`src/rtl/riscv_mc_pkg.sv`:
```
// Shared constants for the multicycle RISC-V control path.
// Holds the state encoding, opcodes, datapath select encodings and the control bundle.
package riscv_mc_pkg;

  typedef enum logic [3:0] {
    S_FETCH    = 4'd0,
    S_DECODE,
    S_MEMADR,
    S_MEMREAD,
    S_MEMWB,
    S_MEMWRITE,
    S_EXECUTER,
    S_ALUWB,
    S_BEQ
  } state_e;

  localparam logic [6:0] OP_R   = 7'b0110011;
  localparam logic [6:0] OP_LW  = 7'b0000011;
  localparam logic [6:0] OP_SW  = 7'b0100011;
  localparam logic [6:0] OP_BEQ = 7'b1100011;

  localparam logic [1:0] RES_ALUOUT = 2'b00;
  localparam logic [1:0] RES_RDATA  = 2'b01;
  localparam logic [1:0] RES_ALU    = 2'b10;

  localparam logic [1:0] SRCA_PC    = 2'b00;
  localparam logic [1:0] SRCA_OLDPC = 2'b01;
  localparam logic [1:0] SRCA_RS1   = 2'b10;

  localparam logic [1:0] SRCB_RS2  = 2'b00;
  localparam logic [1:0] SRCB_IMM  = 2'b01;
  localparam logic [1:0] SRCB_FOUR = 2'b10;

  // ALUOp pairs written as {alu_op0, alu_op1}.
  localparam logic [1:0] ALUOP_ADD   = 2'b00;
  localparam logic [1:0] ALUOP_FUNCT = 2'b10;
  localparam logic [1:0] ALUOP_SUB   = 2'b01;

  typedef struct packed {
    logic       pc_write;
    logic       adr_src;
    logic       mem_write;
    logic       ir_write;
    logic       reg_write;
    logic [1:0] result_src;
    logic [1:0] alu_src_a;
    logic [1:0] alu_src_b;
    logic [1:0] alu_op;
    logic       instr_done;
    logic       illegal_instr;
  } ctrl_t;

  function automatic logic is_legal(input logic [6:0] op);
    return (op == OP_R) || (op == OP_LW) || (op == OP_SW) || (op == OP_BEQ);
  endfunction

endpackage

```
`src/rtl/multicycle_main_control_outputs.sv`:
```
// Moore output decode: state (plus mem_ready/zero where the state gates on them)
// to the full datapath control bundle. Purely combinational.
module mc_control_outputs
  import riscv_mc_pkg::*;
(
  input  state_e     i_state,
  input  logic [6:0] i_opcode,
  input  logic       i_mem_ready,
  input  logic       i_zero,
  output ctrl_t      o_ctrl
);

  logic w_pc_update;
  logic w_branch;

  always_comb begin
    o_ctrl      = '0;
    w_pc_update = 1'b0;
    w_branch    = 1'b0;
    case (i_state)
      S_FETCH: begin
        o_ctrl.ir_write   = i_mem_ready;
        o_ctrl.alu_src_a  = SRCA_PC;
        o_ctrl.alu_src_b  = SRCB_FOUR;
        o_ctrl.result_src = RES_ALU;
        o_ctrl.alu_op     = ALUOP_ADD;
        w_pc_update       = i_mem_ready;
      end
      S_DECODE: begin
        o_ctrl.alu_src_a     = SRCA_OLDPC;
        o_ctrl.alu_src_b     = SRCB_IMM;
        o_ctrl.illegal_instr = !is_legal(i_opcode);
      end
      S_MEMADR: begin
        o_ctrl.alu_src_a = SRCA_RS1;
        o_ctrl.alu_src_b = SRCB_IMM;
      end
      S_MEMREAD: begin
        o_ctrl.adr_src    = 1'b1;
        o_ctrl.result_src = RES_ALUOUT;
      end
      S_MEMWB: begin
        o_ctrl.result_src = RES_RDATA;
        o_ctrl.reg_write  = 1'b1;
        o_ctrl.instr_done = 1'b1;
      end
      S_MEMWRITE: begin
        // Strobe and address stay up through every wait cycle.
        o_ctrl.adr_src    = 1'b1;
        o_ctrl.result_src = RES_ALUOUT;
        o_ctrl.mem_write  = 1'b1;
        o_ctrl.instr_done = i_mem_ready;
      end
      S_EXECUTER: begin
        o_ctrl.alu_src_a = SRCA_RS1;
        o_ctrl.alu_src_b = SRCB_RS2;
        o_ctrl.alu_op    = ALUOP_FUNCT;
      end
      S_ALUWB: begin
        o_ctrl.result_src = RES_ALUOUT;
        o_ctrl.reg_write  = 1'b1;
        o_ctrl.instr_done = 1'b1;
      end
      S_BEQ: begin
        o_ctrl.alu_src_a  = SRCA_RS1;
        o_ctrl.alu_src_b  = SRCB_RS2;
        o_ctrl.alu_op     = ALUOP_SUB;
        o_ctrl.result_src = RES_ALUOUT;
        o_ctrl.instr_done = 1'b1;
        w_branch          = 1'b1;
      end
      default: o_ctrl = '0;
    endcase
    o_ctrl.pc_write = w_pc_update | (w_branch & i_zero);
  end

endmodule

```
`src/rtl/multicycle_main_control.sv`:
```
// Main control FSM for the multicycle RISC-V datapath (R, lw, sw, beq).
// Memory handshake: an access completes in the cycle mem_ready is high; the FSM holds until then.
module multicycle_main_control
  import riscv_mc_pkg::*;
(
  input  logic       clk,
  input  logic       reset,
  input  logic [6:0] opcode,
  input  logic       zero,
  input  logic       mem_ready,
  output logic       pc_write,
  output logic       adr_src,
  output logic       mem_write,
  output logic       ir_write,
  output logic       reg_write,
  output logic [1:0] result_src,
  output logic [1:0] alu_src_a,
  output logic [1:0] alu_src_b,
  output logic       alu_op0,
  output logic       alu_op1,
  output logic       instr_done,
  output logic       illegal_instr,
  output logic [3:0] dbg_state
);

  state_e r_state;
  state_e w_next;
  ctrl_t  w_ctrl;

  always_ff @(posedge clk) begin
    if (reset) r_state <= S_FETCH;
    else       r_state <= w_next;
  end

  always_comb begin
    w_next = r_state;
    case (r_state)
      S_FETCH:    w_next = mem_ready ? S_DECODE : S_FETCH;
      S_DECODE: begin
        case (opcode)
          OP_LW, OP_SW: w_next = S_MEMADR;
          OP_R:         w_next = S_EXECUTER;
          OP_BEQ:       w_next = S_BEQ;
          default:      w_next = S_FETCH;
        endcase
      end
      S_MEMADR:   w_next = (opcode == OP_LW) ? S_MEMREAD :
                           (opcode == OP_SW) ? S_MEMWRITE : S_FETCH;
      S_MEMREAD:  w_next = mem_ready ? S_MEMWB : S_MEMREAD;
      S_MEMWB:    w_next = S_FETCH;
      S_MEMWRITE: w_next = mem_ready ? S_FETCH : S_MEMWRITE;
      S_EXECUTER: w_next = S_ALUWB;
      S_ALUWB:    w_next = S_FETCH;
      S_BEQ:      w_next = S_FETCH;
      default:    w_next = S_FETCH;
    endcase
  end

  mc_control_outputs u_outputs (
    .i_state     (r_state),
    .i_opcode    (opcode),
    .i_mem_ready (mem_ready),
    .i_zero      (zero),
    .o_ctrl      (w_ctrl)
  );

  assign pc_write      = w_ctrl.pc_write;
  assign adr_src       = w_ctrl.adr_src;
  assign mem_write     = w_ctrl.mem_write;
  assign ir_write      = w_ctrl.ir_write;
  assign reg_write     = w_ctrl.reg_write;
  assign result_src    = w_ctrl.result_src;
  assign alu_src_a     = w_ctrl.alu_src_a;
  assign alu_src_b     = w_ctrl.alu_src_b;
  assign alu_op0       = w_ctrl.alu_op[1];
  assign alu_op1       = w_ctrl.alu_op[0];
  assign instr_done    = w_ctrl.instr_done;
  assign illegal_instr = w_ctrl.illegal_instr;
  assign dbg_state     = r_state;

endmodule

```
`config.mk`:
```
export PLATFORM = sky130hd
export DESIGN_NAME = multicycle_main_control
export DESIGN_NICKNAME = d
export VERILOG_FILES = /design/src/rtl/riscv_mc_pkg.sv /design/src/rtl/multicycle_main_control_outputs.sv /design/src/rtl/multicycle_main_control.sv
export SDC_FILE = /design/constraint.sdc
export NUM_CORES = 1
export LEC_CHECK = 0
export BUFFER_PORTS_ARGS = -buffer_cell sky130_fd_sc_hd__buf_2
export CAP_MARGIN = 15
export CORE_MARGIN = 2
export CORE_UTILIZATION = 38
export DETAILED_ROUTE_END_ITERATION = 16
export PLACE_DENSITY_LB_ADDON = 0.15
export SLEW_MARGIN = 10
export SYNTH_ARGS = -nofsm -noshare
export SYNTH_HDL_FRONTEND = slang
export SYNTH_HIERARCHICAL = 1
export SYNTH_SLANG_ARGS = --single-unit
```
`constraint.sdc`:
```
create_clock -name clk -period 1.1 [get_ports clk]
set_input_delay 0.11 -clock clk [delete_from_list [all_inputs] [get_ports clk]]
set_output_delay 0.11 -clock clk [all_outputs]
set_load 0.01 [all_outputs]
```
==> key figures, run 1 <==
Finish
  – Area growth syn-to-layout: 82.2%
  – Area of the multi-input gates: 474 um^2
  – Reg area: 95.1 um^2
  – Layout cells sized above 1: 68.4%
  – Final Util: about three quarters
  – Max FFs per register: 4
  – Final nets: 126
  – Antenna fix cells: 0
  – Number of fill cells: between 100 and 150
  – Design area: 946 um^2

Outcome
  – Failing checks: negative setup slack
  – Status: complete, but fails checks

Floorplan
  – # IOs: 30
  – Starting Density: 40.4%
  – Die area: between 1500 and 2000 um^2
  – Total core area: 1280 um^2
  – DIE WIDTH: around 41 um
  – # rows: 13
  – Die Y: 41.0 um

Critical path
  – Worst setup SP type: register
  – Critical-path cell list: nand2b_1, o22a_2, o21ai_2, buf_2
  – Reg2Reg Launch Point: dbg_state[2]$_SDFF_PP0_
  – Buf/Inv on CP: 1
  – Slowest CP cell: dfxtp_4
  – CP endpoint kind: primary output
  – CP Data Required Time: 0.99 ns
  – Crit Path Class: register to primary output
  – Worst path max stage delay: 0.37 ns
  – Arr. time, crit path: 1.28 ns
  – Worst Path Max Fanout: 8
  – Delay-heaviest family, CP: flip-flops
  – Beginning of the critical path: dbg_state[3]$_SDFF_PP0_

Drt
  – Drt first pass iters: 3
  – DRC Markers: 0
  – Vias: 660
  – Final wirelength: between 1.5 and 2 mm
  – Vias per inst: 5.12
  – WL/cell: 12.1 um
  – DRT iter0 DRCs: 9
  – Routed Antenna Nets: 0

Synthesis
  – Synth unique cells: 35
  – Post-synthesis sequential area ratio: roughly 15%
  – Syn avg cell area: 7.99 um^2
  – Synthesized cell area: 519 um^2
  – Cells after synthesis: 65
  – Synthesized Nets: between 70 and 80
  – Yosys warning count: 6
  – Synth Register Bits: 4

STA
  – Crit share post-route: 127%
  – Final Critical Period: 1.39 ns
  – Final hold violations: 0
  – Clock Skew: about 0.0064 ns
  – Slew headroom: between 80% and 90%
  – RSZ-0062 raised after global routing: yes
  – Final setup viols: 19
  – Final worst slack: -0.292 ns
  – Pins Over Slew Limit: 0
  – Hold_ws: approximately 0.16 ns
  – Worst Tran Pin Value: 0.234 ns
  – Max Clk Rate: 0.718 GHz

GRT
  – GRT met3 Usage: under 10%
  – Total gr overflow: 0
  – Gr usage total: 21.4%
  – GR met2 Demand/Resource: 39.5%
  – GR peak layer: met2
  – GR Util met1: 25.2%
  – Initial antenna violation count: 0
  – First-pass GRT wire length: 2.38 mm
  – Vias in the first global route: between 500 and 600
  – Pin count of the biggest net entering global routing: 9

CTS
  – H-tree levels: 1
  – Clk Latency, worst-skew pair: between 0.2 and 0.25 ns
  – Root buf cell: clkbuf_4
  – TritonCTS clock tree: yes
  – Hold Buf Count CTS: 0
  – Clock sinks: 4
  – Clk buf depth: 2
  – TritonCTS Buffers: 3
  – Clock transition at path regs: 0.04 ns

Placement
  – Final GP Congestion: 0.762
  – Cell Area, Placed: between 700 and 800 um^2
  – HPWL Detailed: 1.01 mm
  – Buffers on Ports: 29

Worst hold path
  – Hold path start: opcode[0]
  – Worst Hold Class: input pin to register

Pwr
  – Worst vdd ir: 471 uV
  – Leakage: 0.000431 uW
  – Pwr/cell area: 556 nW/um^2

Flow run
  – Max capacitance violation total: 0
==> cells in the final DEF (no fill, tap or decap), types with 2 or more instances in the layout <==
cell type	n
nor2_2	2
nor3_1	3
dfxtp_4	4
buf_2	25
nor2b_1	2
nand2_1	4
a21oi_1	3
mux2_2	2
nor3_4	2
nor2_1	6
nor3_2	2
clkbuf_4	3
buf_6	6
a31oi_1	2
buf_4	18
nand2b_4	4
nand4b_1	2
==> what timing repair did <==
action / in CTS / in global routing
pin swaps: 3 / 2
resized for setup: 14 / 8
setup buffers: 6 / 1
setup endpoints to repair: 18 / 18
==> worst min-delay path, delay by kind of cell <==
kind / cells / cell delay [ns]
AND/OR/NAND/NOR: 2 / 0.14
buffers and inverters: 1 / 0.11
==> worst paths after layout <==
kind | end | slack [ns] | cells after the start
worst max-delay path | instr_done | -0.29 | 4
worst max register to register | dbg_state[0]$_SDFF_PP0_ | -0.15 | 5
worst min register to register | dbg_state[1]$_SDFF_PP0_ | 0.55 | 2
worst min-delay path | dbg_state[3]$_SDFF_PP0_ | 0.16 | 3
==> stage by stage <==
stage | setup WS (ns) | setup TNS (ns) | total power [uW] | cells
after floorplan | -0.146 | -0.452 | 233 | 65
after global placement | -0.0689 | -0.365 | 285 | 118
after detailed placement | -0.0837 | -0.507 | 289 | 118
after CTS | -0.274 | -3.28 | 516 | 128
after global routing | -0.333 | -4.26 | 555 | 129
final | -0.292 | -3.25 | 526 | 129
==> logic make-up (layout without fill, tap and decap cells) <==
kind of cell / count (synthesis) / after routing / synth area share (%)
and+or+nand+nor: 39 / 39 / 51.1
AOI/OAI and AO/OA: 12 / 12 / 16.6
buffers and inverters: 5 / 54 / 7.23
DFF: 4 / 4 / 15.4
muxes: 3 / 3 / 6.26
xor gates and xnor gates: 2 / 2 / 3.37
==> metal layers <==
layer	part of all wire (%)	vias to the layer above	wire length, um
li1	-	340	-
met1	42	297	662
met2	53	21	826
met3	3.7	2	58
met4	0.83	0	13
met5	0	-	0
==> area by class of cell <==
type	count	share of cell area (%)
clock buffer	4	2.78
inverter	1	0.397
multi-input combinational	56	50.1
sequential	4	10.1
tap	15	1.98
timing repair buffer	49	34.7
==> cell usage after synthesis <==
cell type	count	area share (%)
nor2_1	8	5.8
nor2b_1	2	2.4
o21ai_2	1	1.7
a21o_1	1	1.4
dfxtp_1	4	15
o41a_2	1	2.4
nor4bb_1	1	1.9
nand2b_2	1	1.7
nand4_1	1	1.2
nor4b_1	1	1.7
nand3_1	1	0.96
buf_6	1	2.2
nor3b_1	2	2.9
and4_1	1	1.7
buf_4	3	4.3
nand2_1	4	2.9
mux2i_1	1	1.9
and2_4	1	1.7
nand2b_1	2	2.4
a21oi_1	3	2.9
o21ai_1	1	0.96
o22a_2	1	1.9
mux2_2	2	4.3
o21ai_0	1	0.96
inv_1	1	0.72
xnor2_1	2	3.4
a311o_1	1	1.9
or4b_1	1	1.9
nor4_4	1	4.1
nand2b_4	2	5.3
nor3_1	6	5.8
nand3b_1	1	1.4
nor3_2	1	1.9
nand4b_1	2	3.4
a31oi_1	2	2.4
==> report_power, final <==
part           total (uW)  internal [uW]  switching (uW)
Clock                 212            137            75.3
Combinational         169           92.5            76.5
Sequential            145            140            5.00
Note: power is estimated with default switching activity, not from simulation.
==> run 2, diff against run 1 <==
- SKIP_CTS_REPAIR_TIMING: unset -> 1
==> key figures, run 2 (synthesis results as in run 1) <==
Outcome
  – Status: complete, but fails checks
  – Failing checks: negative setup slack

STA
  – Slew headroom: 85.5% (+1.3 points)
  – Final Critical Period: 1.37 ns (-0.0217 ns)
  – Crit share post-route: 125% (-2.0 points)
  – Worst Tran Pin Value: 0.216 ns (-0.0180 ns)
  – Max Clk Rate: 0.730 GHz (+1.6%)
  – Hold_ws: 0.136 ns (-0.0252 ns)
  – Final hold violations: 0 (unchanged)
  – Final setup viols: 19 (unchanged)
  – Pins Over Slew Limit: 0 (unchanged)
  – Final worst slack: -0.271 ns (+0.0217 ns)
  – Clock Skew: 0.00745 ns (+0.00108 ns)
  – Final setup TNS: -2.76 ns (+0.487 ns)
  – RSZ-0062 raised after global routing: yes

Worst hold path
  – Worst Hold Class: input pin to register
  – Hold path start: opcode[0]
  – Sink of the worst hold path: dbg_state[3]$_SDFF_PP0_
  – Hold path depth: 3 (unchanged)

Finish
  – Area of the multi-input gates: 488 um^2 (+2.9%)
  – Max FFs per register: 4 (unchanged)
  – Number of fill cells: 105 (-1.9%)
  – Final Util: 76.2% (+2.6 points)
  – Commonest non-fill, non-tap cell in the layout: buf_2
  – Final nets: 127 (+0.79%)
  – Reg area: 95.1 um^2 (unchanged)
  – Antenna fix cells: 0 (unchanged)
  – Layout cells sized above 1: 69.6% (+1.1 points)
  – Area growth syn-to-layout: 88.7%
  – Design area: 980 um^2 (+3.6%)
  – Most frequent cells in the layout: buf_2, buf_4, buf_6

Critical path
  – CP endpoint kind: primary output
  – CP Data Required Time: 0.99 ns (about the same)
  – Worst Path Max Fanout: 6 (-2)
  – Worst setup SP type: register
  – Arr. time, crit path: 1.26 ns (-0.02 ns)
  – Worst path max stage delay: 0.37 ns (about the same)
  – Slowest CP cell: dfxtp_4
  – Crit Path Class: register to primary output
  – Critical-path cell list: nor4_4, and2_4, a21o_1, buf_2
  – Reg2Reg Launch Point: dbg_state[2]$_SDFF_PP0_
  – Reg2reg end: dbg_state[0]$_SDFF_PP0_
  – Reg2reg path depth: 5 (unchanged)
  – Delay-heaviest family, CP: simple AND/OR/NAND/NOR gates
  – Buf/Inv on CP: 1 (unchanged)
  – R2R Setup Slk: -0.12 ns (+0.03 ns)

CTS
  – TritonCTS Buffers: 3 (unchanged)
  – Root buf cell: clkbuf_4
  – Clk buf depth: 2 (unchanged)
  – Clock transition at path regs: 0.04 ns (about the same)
  – TritonCTS clock tree: yes
  – Clk Latency, worst-skew pair: 0.23 ns (about the same)
  – H-tree levels: 1 (unchanged)
  – Clock sinks: 4 (unchanged)

Floorplan
  – Die area: 1680 um^2 (unchanged)
  – # IOs: 30 (unchanged)
  – # rows: 13 (unchanged)
  – DIE WIDTH: 41.0 um (unchanged)
  – Starting Density: 40.4% (unchanged)
  – Die Y: 41.0 um (unchanged)
  – Total core area: 1280 um^2 (unchanged)

GRT
  – Vias in the first global route: 531 (-6.2%)
  – First-pass GRT wire length: 2.12 mm (-11%)
  – Initial antenna violation count: 0 (unchanged)
  – Total gr overflow: 0 (unchanged)
  – Gr usage total: 18.7% (-2.7 points)
  – Pin count of the biggest net entering global routing: 13 (+4)

Drt
  – DR WL met3: 54 um (-6.9%)
  – Vias per inst: 5.13 (+0.28%)
  – M1 WL: 662 um (unchanged)
  – DRC Markers: 0 (unchanged)
  – Drt first pass iters: 4 (+1)
  – DRT iter0 DRCs: 6 (-3)
  – Highest Signal Layer: met4
  – Met2 Wirelength: 815 um (-1.3%)
  – Final wirelength: 1.56 mm (about the same)
  – Routed Antenna Nets: 0 (unchanged)
  – Vias: 667 (+1.1%)
  – WL/cell: 12.0 um (-0.83%)

Pwr
  – Leakage: 0.000443 uW (+2.8%)
  – Power, Total: 515 uW (-2.1%)
  – Worst vdd ir: 456 uV (-3.1%)
  – Pwr/cell area: 526 nW/um^2 (-5.5%)

Placement
  – Final GP Congestion: 0.762 (unchanged)
  – Buffers on Ports: 29 (unchanged)
  – Cell Area, Placed: 759 um^2 (unchanged)
  – HPWL Detailed: 1.01 mm (unchanged)

Flow run
  – Max capacitance violation total: 0 (unchanged)
-- run 2: tightest hold or removal path: stages --
cell     delay [ns]
buf_2          0.11
nand4_1        0.06
nor3_1         0.04
-- run 2: power by group --
part / internal [uW] / total (uW) / switching (uW)
logic: 91.4 / 168 / 76.3
registers: 140 / 145 / 5.41
clock network: 136 / 202 / 65.7
total: 368 / 515 / 147
-- run 2: routing by layer --
layer  vias up  GRT usage, %
li1        346             -
met3         2          3.26
met4         0          5.00
met5         -             0
met2        21          32.4
met1       298          23.3
-- run 2: per-stage QoR --
stage / std cells / setup slack [ns]
6_report: 130 / -0.271
5_1_grt: 130 / -0.347
4_1_cts: 122 / -0.340
3_5_place_dp: 118 / -0.0837
3_3_place_gp: 118 / -0.0689
2_1_floorplan: 65 / -0.146
-- run 2: worst max-delay path by stage --
stage	start	endpoint	depth (start not counted)
after floorplan	dbg_state[0]$_SDFF_PP0_	pc_write	4
after global placement	dbg_state[1]$_SDFF_PP0_	pc_write	5
after detailed placement	dbg_state[0]$_SDFF_PP0_	dbg_state[0]$_SDFF_PP0_	3
after CTS	dbg_state[1]$_SDFF_PP0_	pc_write	5
after global routing	dbg_state[2]$_SDFF_PP0_	pc_write	4
final	dbg_state[2]$_SDFF_PP0_	pc_write	4
-- run 2: layout make-up --
class / instances / area share [%]
Tap cell: 15 / 1.92
Timing Repair Buffer: 50 / 35.5
Inverter: 1 / 0.383
Sequential cell: 4 / 9.71
Multi-Input combinational cell: 56 / 49.8
Clock buffer: 4 / 2.68
==> run 3, diff against run 2 <==
- CAP_MARGIN: 15 -> 0
- CTS_BUF_LIST: unset -> sky130_fd_sc_hd__clkbuf_4 sky130_fd_sc_hd__clkbuf_8 sky130_fd_sc_hd__clkbuf_16
==> key figures, run 3 (synthesis results as in run 1) <==
Critical path
  – CP endpoint kind: primary output
  – Worst path max stage delay: 0.38 ns (about the same)
  – Buf/Inv on CP: 2 (+1)
  – CP Data Required Time: 0.99 ns (about the same)
  – Worst setup SP type: register
  – Delay-heaviest family, CP: flip-flops
  – Worst Path Max Fanout: 6 (unchanged)
  – Critical-path cell list: buf_4, nand2b_4, o22a_2, o21ai_2, buf_2
  – Arr. time, crit path: 1.25 ns (about the same)
  – Crit Path Class: register to primary output
  – Slowest CP cell: dfxtp_4
  – R2R Setup Slk: -0.22 ns (-0.10 ns)

CTS
  – TritonCTS clock tree: yes
  – Clk buf depth: 2 (unchanged)
  – Clock transition at path regs: 0.04 ns (about the same)
  – Clock sinks: 4 (unchanged)
  – Root buf cell: clkbuf_4
  – H-tree levels: 1 (unchanged)
  – Clk Latency, worst-skew pair: 0.25 ns (+0.02 ns)
  – TritonCTS Buffers: 3 (unchanged)

STA
  – Worst Tran Pin Value: 0.267 ns (+0.0512 ns)
  – Final worst slack: -0.262 ns (+0.00875 ns)
  – Crit share post-route: 124% (-0.80 points)
  – Final Critical Period: 1.36 ns (-0.00875 ns)
  – Final hold violations: 0 (unchanged)
  – Max Clk Rate: 0.734 GHz (+0.64%)
  – Clock Skew: 0.0110 ns (+0.00360 ns)
  – Slew headroom: 81.9% (-3.5 points)
  – Final setup TNS: -3.29 ns (-0.530 ns)
  – RSZ-0062 raised after global routing: yes
  – Pins Over Slew Limit: 0 (unchanged)
  – Final setup viols: 18 (-1)
  – Hold_ws: 0.125 ns (-0.0115 ns)

GRT
  – Vias in the first global route: 525 (-1.1%)
  – Total gr overflow: 0 (unchanged)
  – Initial antenna violation count: 0 (unchanged)
  – First-pass GRT wire length: 2.10 mm (-0.66%)
  – Gr usage total: 18.4% (-0.34 points)
  – Pin count of the biggest net entering global routing: 13 (unchanged)

Finish
  – Antenna fix cells: 0 (unchanged)
  – Area growth syn-to-layout: 76.6%
  – Layout Cells excl Fill: 128 (-1.5%)
  – Final nets: 125 (-1.6%)
  – Layout cells sized above 1: 65.5% (-4.1 points)
  – Most frequent cells in the layout: buf_2, buf_4, nor2_1
  – Commonest non-fill, non-tap cell in the layout: buf_2
  – Max FFs per register: 4 (unchanged)
  – Number of fill cells: 113 (+7.6%)

Floorplan
  – Starting Density: 40.4% (unchanged)
  – DIE WIDTH: 41.0 um (unchanged)
  – Die area: 1680 um^2 (unchanged)
  – # IOs: 30 (unchanged)
  – Total core area: 1280 um^2 (unchanged)
  – # rows: 13 (unchanged)
  – Die Y: 41.0 um (unchanged)

Pwr
  – Worst vdd ir: 488 uV (+7.0%)
  – Leakage: 0.000424 uW (-4.5%)
  – Pwr/cell area: 589 nW/um^2 (+12%)
  – Power, Total: 540 uW (+4.9%)

Drt
  – WL/cell: 11.8 um (-1.3%)
  – DRC Markers: 0 (unchanged)
  – Routed Antenna Nets: 0 (unchanged)
  – Drt first pass iters: 4 (unchanged)
  – Vias per inst: 5.13 (-0.11%)
  – Vias: 656 (-1.6%)
  – DRT iter0 DRCs: 16 (+10)
  – Final wirelength: 1.52 mm (-2.8%)

Worst hold path
  – Worst Hold Class: input pin to register

Placement
  – Final GP Congestion: 0.762 (unchanged)
  – Placed cell count: 118 (unchanged)
  – HPWL Detailed: 1.01 mm (unchanged)
  – Buffers on Ports: 29 (unchanged)
  – Place WS: -0.0837 ns (unchanged)

Outcome
  – Status: complete, but fails checks
  – Failing checks: negative setup slack

Flow run
  – Max capacitance violation total: 0 (unchanged)
[run 3: worst paths after layout]
kind,startpoint,end,cells past startpoint
max reg2reg,dbg_state[1]$_SDFF_PP0_,dbg_state[0]$_SDFF_PP0_,5
max,dbg_state[2]$_SDFF_PP0_,instr_done,5
min,opcode[0],dbg_state[3]$_SDFF_PP0_,3
min reg2reg,dbg_state[3]$_SDFF_PP0_,dbg_state[3]$_SDFF_PP0_,3
[run 3: cell type report]
type                            count  area (um^2)  share of cell area (%)
Tap cell                           15         18.8                    2.05
Clock buffer                        4         30.0                    3.27
Inverter                            1         3.75                   0.409
Timing Repair Buffer               48          315                    34.4
Sequential cell                     4         95.1                    10.4
Multi-Input combinational cell     56          454                    49.5
[run 3: worst min-delay path, stage by stage]
cell     delay [ns]
buf_2          0.11
nand4_1        0.06
nor3_1         0.04
[run 3: power breakdown]
group / switching (uW) / internal, uW
clock: 76.0 / 162
sequential: 5.36 / 140
combinational: 72.7 / 84.7
[run 3: layer usage]
layer  global-route usage, %  wire length, um
met1                    23.3              647
met2                    32.4              788
met3                    1.63               71
met4                    5.00                9
met5                       0                0
[run 3: stage by stage]
stage	area (um^2)	util (%)
5_1_grt	917	71.4
3_5_place_dp	759	59.1
4_1_cts	790	61.4
6_report	917	71.4
2_1_floorplan	536	-
3_3_place_gp	759	59.1
